<file path="src/rtl/demux_pkg.sv">
// Shared types and helpers for the 1-to-8 serial-to-parallel demultiplexer.
package demux_pkg;

  localparam int DATA_W_DEF = 8;

  typedef enum logic [1:0] {
    IDLE    = 2'd0,
    COLLECT = 2'd1,
    PARITY  = 2'd2,
    STALL   = 2'd3
  } demux_state_t;

  // Returns 1 when data plus its even-parity bit has an odd number of ones.
  function automatic logic parity_err(input logic [63:0] data, input logic par);
    return ^{data, par};
  endfunction

endpackage

</file>
<file path="src/rtl/demux_1x8_dec.sv">
// Index-to-one-hot write-enable decoder for the deserializer shift register.
module demux_1x8_dec #(
  parameter int DATA_W = 8
) (
  input  logic [$clog2(DATA_W)-1:0] idx,
  input  logic                      en,
  output logic [DATA_W-1:0]         we
);

  always_comb begin
    we      = '0;
    we[idx] = en;
  end

endmodule

</file>
<file path="src/rtl/demux_1x8_deser.sv">
// Serial-to-parallel 1-to-8 demultiplexer, LSB first, valid/ready on both sides.
// Optional even-parity bit per frame when DEMUX_PARITY_EN is defined.
module demux_1x8_deser
  import demux_pkg::*;
#(
  parameter int DATA_W = DATA_W_DEF
) (
  input  logic                      clk,
  input  logic                      rst_n,
  input  logic                      in_bit,
  input  logic                      in_sof,
  input  logic                      in_valid,
  output logic                      in_ready,
  output logic [DATA_W-1:0]         out_data,
  output logic                      out_valid,
  input  logic                      out_ready,
  output logic                      out_err,
  output logic                      sync_err,
  output logic [$clog2(DATA_W)-1:0] sel_idx
);

  // Handshake: a transfer happens on a rising edge where valid && ready;
  // valid never waits on ready, and out_* hold while out_valid && !out_ready.

  localparam int             IW   = $clog2(DATA_W);
  localparam logic [IW-1:0]  LAST = IW'(DATA_W - 1);

  demux_state_t      state, state_d;
  logic [IW-1:0]     idx, idx_d, wr_idx;
  logic [DATA_W-1:0] shreg, shreg_d, we;
  logic              wr_en, load, load_err, err_pend, err_pend_d, sync_d;
  logic              acc, out_free;

  assign in_ready = (state != STALL);
  assign acc      = in_valid && in_ready;
  assign out_free = !out_valid || out_ready;
  assign sel_idx  = idx;

  demux_1x8_dec #(.DATA_W(DATA_W)) u_dec (
    .idx (wr_idx),
    .en  (wr_en),
    .we  (we)
  );

  assign shreg_d = (shreg & ~we) | ({DATA_W{in_bit}} & we);

  always_ff @(posedge clk or negedge rst_n) begin
    if (!rst_n) state <= IDLE;
    else        state <= state_d;
  end

  always_comb begin
    state_d    = state;
    idx_d      = idx;
    wr_en      = 1'b0;
    wr_idx     = idx;
    load       = 1'b0;
    load_err   = 1'b0;
    err_pend_d = err_pend;
    sync_d     = 1'b0;
    case (state)
      IDLE: begin
        if (acc) begin
          if (in_sof) begin
            wr_en   = 1'b1;
            wr_idx  = '0;
            idx_d   = IW'(1);
            state_d = COLLECT;
          end else begin
            sync_d = 1'b1;
          end
        end
      end
      COLLECT: begin
        if (acc) begin
          wr_en = 1'b1;
          if (in_sof) begin
            // Resync: the partial byte is abandoned, this bit starts a new one.
            wr_idx = '0;
            idx_d  = IW'(1);
            sync_d = 1'b1;
          end else begin
            idx_d = idx + IW'(1);
            if (idx == LAST) begin
`ifdef DEMUX_PARITY_EN
              state_d = PARITY;
`else
              if (out_free) begin
                load    = 1'b1;
                state_d = IDLE;
              end else begin
                err_pend_d = 1'b0;
                state_d    = STALL;
              end
`endif
            end
          end
        end
      end
      PARITY: begin
`ifdef DEMUX_PARITY_EN
        if (acc) begin
          if (in_sof) begin
            wr_en   = 1'b1;
            wr_idx  = '0;
            idx_d   = IW'(1);
            sync_d  = 1'b1;
            state_d = COLLECT;
          end else if (out_free) begin
            load     = 1'b1;
            load_err = parity_err(64'(shreg), in_bit);
            state_d  = IDLE;
          end else begin
            err_pend_d = parity_err(64'(shreg), in_bit);
            state_d    = STALL;
          end
        end
`else
        state_d = IDLE;
`endif
      end
      STALL: begin
        if (out_free) begin
          load     = 1'b1;
          load_err = err_pend;
          state_d  = IDLE;
        end
      end
      default: state_d = IDLE;
    endcase
  end

  always_ff @(posedge clk or negedge rst_n) begin
    if (!rst_n) begin
      idx      <= '0;
      shreg    <= '0;
      err_pend <= 1'b0;
    end else begin
      idx      <= idx_d;
      shreg    <= shreg_d;
      err_pend <= err_pend_d;
    end
  end

  // Output register; a load in the handshake cycle keeps out_valid high.
  always_ff @(posedge clk or negedge rst_n) begin
    if (!rst_n) begin
      out_data  <= '0;
      out_valid <= 1'b0;
      out_err   <= 1'b0;
      sync_err  <= 1'b0;
    end else begin
      sync_err <= sync_d;
      if (load) begin
        out_data  <= shreg_d;
        out_valid <= 1'b1;
        out_err   <= load_err;
      end else if (out_ready) begin
        out_valid <= 1'b0;
      end
    end
  end

endmodule

</file>
<file path="config.mk">
export PLATFORM = sky130hd
export DESIGN_NAME = demux_1x8_deser
export DESIGN_NICKNAME = d
export VERILOG_FILES = /design/src/rtl/demux_pkg.sv /design/src/rtl/demux_1x8_dec.sv /design/src/rtl/demux_1x8_deser.sv
export SDC_FILE = /design/constraint.sdc
export NUM_CORES = 1
export LEC_CHECK = 0
export ABC_AREA = 0
export CORE_AREA = 2 2 50 52
export CTS_CLUSTER_SIZE = 12
export DETAILED_ROUTE_END_ITERATION = 10
export DIE_AREA = 0 0 52 54
export PLACE_DENSITY = 0.75
export SLEW_MARGIN = 20
export SYNTH_ARGS = -nofsm -noshare
export SYNTH_HDL_FRONTEND = slang
export SYNTH_SLANG_ARGS = --single-unit
export TNS_END_PERCENT = 50
</file>
<file path="constraint.sdc">
create_clock -name clk -period 2.8 [get_ports clk]
set_input_delay 0.42 -clock clk [delete_from_list [all_inputs] [get_ports clk]]
set_output_delay 0.42 -clock clk [all_outputs]
set_load 0.05 [all_outputs]
</file>
==> impl_metrics.ini <==
[synthesis]
yosysMostFrequentCell = dfrtp_1
avgSynthCellArea_um2 = 12.4
synth_ff_type = dfrtp_1
synth_cell_types = 29
synth_area_um2 = 1150
ys_ff_latch = 25
syn_inst = 93
synth_top_area_cell = dfrtp_1
ys_warn_count = 0
ys_seq_area_share_pct = 54.3
synth_top_area_share_pct = 54.3
synth-edff-count = 0
syn_nets = 101
yosys-top-cells-area = dfrtp_1 54%, mux2_2 14%, o21ai_0 3.5%
yosys-top-cells-count = 25 x dfrtp_1, 14 x mux2_2, 8 x o21ai_0
async_reset_ff_share_pct = 100

[power_and_ir_drop]
power_density_nw_per_um2 = 747
p_total_w = 0.00105
pwr-share-seq_pct = 48.1
p_switching_w = 0.000385
swShare_pct = 36.7
peakVddDrop_mv = 0.458
leakagePower_nw = 0.636
clockPowerShare_pct = 14.5
combPwrFrac_pct = 37.4
intPower_w = 0.000664

[cells_and_area]
num-nets-final = 124
area_growth_syn_to_layout_pct = 22.0
final_cells = 145
diodes = 0
final_area_um2 = 1400
layout-drive-gt1-share_pct = 21.7

[grt]
grt-ovfl-total = 0
grt_pass1_wl_mm = 3.47
grt_max_degree = 26
antenna_found_initial = 0
grt_pass1_vias = 745
grt_use_total_pct = 17.1

[sta]
maxClockFrequency_mhz = 447
drv_slew = 0
tightest_slew_ns = 0.564
rsz0062_at_grt = no
relSlewSlack_pct = 62.3
finalHoldViolCount = 0
fin_crit_ns = 2.24
setup_violations = 0
period_share_pct = 80.0
fin_tns_setup_ns = 0
finalClockSkew_ns = 0.00555

[floorplanning]
die-area_um2 = 2810
num_rows = 18
die_w_um = 52
start_util_pct = 49.6
die_y_um = 54
ios = 21
core_area_um2 = 2320

[placement]
io_buffers = 20
placed_area_um2 = 1380
dpl.hpwl_mm = 1.50
place_congestion = 0.854
dpl.cell_count = 141

[clock_tree]
h-tree-depth = 1
numCtsBuffers = 3
clkLatencyLatePin_ns = 0.30
clockBufferDepth = 2
post_cts_buffers = 0
cts_hold_buf = 0
clk_pin_slew_ns = 0.13
post_cts_resize_count = 0
cts.sinks = 25
cts_tree = done
cts_root_buf = clkbuf_4

[detailed_routing]
antenna_left = 0
first_pass_iters = 4
routed_wl_mm = 2.03
viasPerCell = 5.45
wl_per_cell_um = 14.0
route.vias.total = 790
drt_iter0_drc = 10
drc = 0

[outcome]
status = finished, final reports clean

[critical_path]
critical_path.endpoint = in_ready
r2r-start = sel_idx[0]
crit_start = state[0]
worst_setup_path_start_kind = flip-flop
reg2reg_depth = 5
timing.rr.end = out_data[1]
cp_max_fo = 16
critPathRequiredTime_ns = 2.38
critPathKind = reg2out
r2r_setup_slack_ns = 0.65
critPathArrivalTime_ns = 1.82
end_kind = output port

[worst_hold_path]
hold_path.class = in2async

[job]
cap_violations = 0
-- worst max-delay path, cell delays in order (launching register included) --
cell             delay (ns)
dfrtp_1                0.56
nand2_1                0.15
clkdlybuf4s50_1        0.81
-- per-layer routing --
metal / routed length, µm / vias to the layer above / track usage, %
li1: - / 379 / -
met1: 960 / 390 / 24.6
met2: 985 / 17 / 25.9
met3: 47 / 4 / 2.50
met4: 34 / 0 / 6.58
met5: 0 / - / 0
-- cell type report --
cell class	count	area, µm²
Clock buffer	4	26.3
Fill cell	194	916
Inverter	3	11.3
Multi-Input combinational cell	62	495
Sequential cell	25	626
Tap cell	30	37.5
Timing Repair Buffer	21	208
-- through the flow --
stage | worst slack [ns] | utilization (%) | hold WS, ns
final | 0.561 | 60.5 | 0.453
after global routing | 0.476 | 60.5 | 0.462
after CTS | 0.555 | 60.5 | 0.462
after detailed placement | 0.486 | 59.4 | 0.480
after global placement | 0.562 | 59.4 | 0.461
after floorplan | 0.662 | - | 0.124
-- logic make-up after synthesis --
| kind of cell | after synthesis | share of synthesized area, % |
|---|---|---|
| fa+ha+maj | 2 | 2.17 |
| flops | 25 | 54.3 |
| simple gates | 29 | 16.4 |
| compound gates | 15 | 8.15 |
| mux | 16 | 16.3 |
| buf+inv | 6 | 2.61 |
-- sequential cells by signal, indices dropped and copies added (netlist names) --
| name | count |
|---|---|
| shreg | 8 |
| out_valid | 1 |
| sel_idx | 3 |
| sync_err | 1 |
| err_pend | 1 |
| state | 2 |
| out_data | 8 |
| out_err | 1 |
-- placed cells by master, fill, tap and decap left out --
cell type,Yosys,routed
nor2_1,4,4
nor3b_2,1,1
a41oi_1,1,1
inv_1,3,3
ha_1,2,2
a31oi_1,1,1
o21ai_0,8,8
nand4_1,1,1
o211ai_2,1,1
and4bb_1,2,2
mux2_2,14,14
nor3_1,2,2
dfrtp_1,25,25
clkdlybuf4s50_1,0,20
a21oi_1,2,2
buf_4,2,1
nor2b_1,2,2
o31ai_1,1,1
nand3_1,4,4
a22o_1,1,1
nor4b_2,1,1
or2b_1,1,1
nor2b_2,1,1
nand4b_1,1,1
clkbuf_4,0,3
and2b_1,1,1
and3b_1,1,1
clkbuf_1,1,1
nand2_1,6,6
or2b_2,1,1
mux2_4,2,2
-- power by group through the flow --
| stage | Clock, W | Sequential, W | Combinational (W) |
|---|---|---|---|
| 3_5_place_dp | 0 | 0.000512 | 0.000396 |
| 5_1_grt | 0.000177 | 0.000516 | 0.000420 |
| 2_1_floorplan | 0 | 0.000627 | 0.000150 |
| 6_report | 0.000152 | 0.000505 | 0.000393 |
| 3_3_place_gp | 0 | 0.000506 | 0.000384 |
| 4_1_cts | 0.000158 | 0.000505 | 0.000396 |
-- worst min path at each step --
stage	end	start	slack, ns	cells after the start
after floorplan	err_pend	rst_n	0.12	0
after global placement	out_err	out_err	0.46	2
after detailed placement	out_err	out_err	0.48	2
after CTS	err_pend	rst_n	0.46	2
after global routing	out_valid	rst_n	0.46	2
final	out_valid	rst_n	0.45	2
No activity file was read; power rests on OpenSTA's default activity.
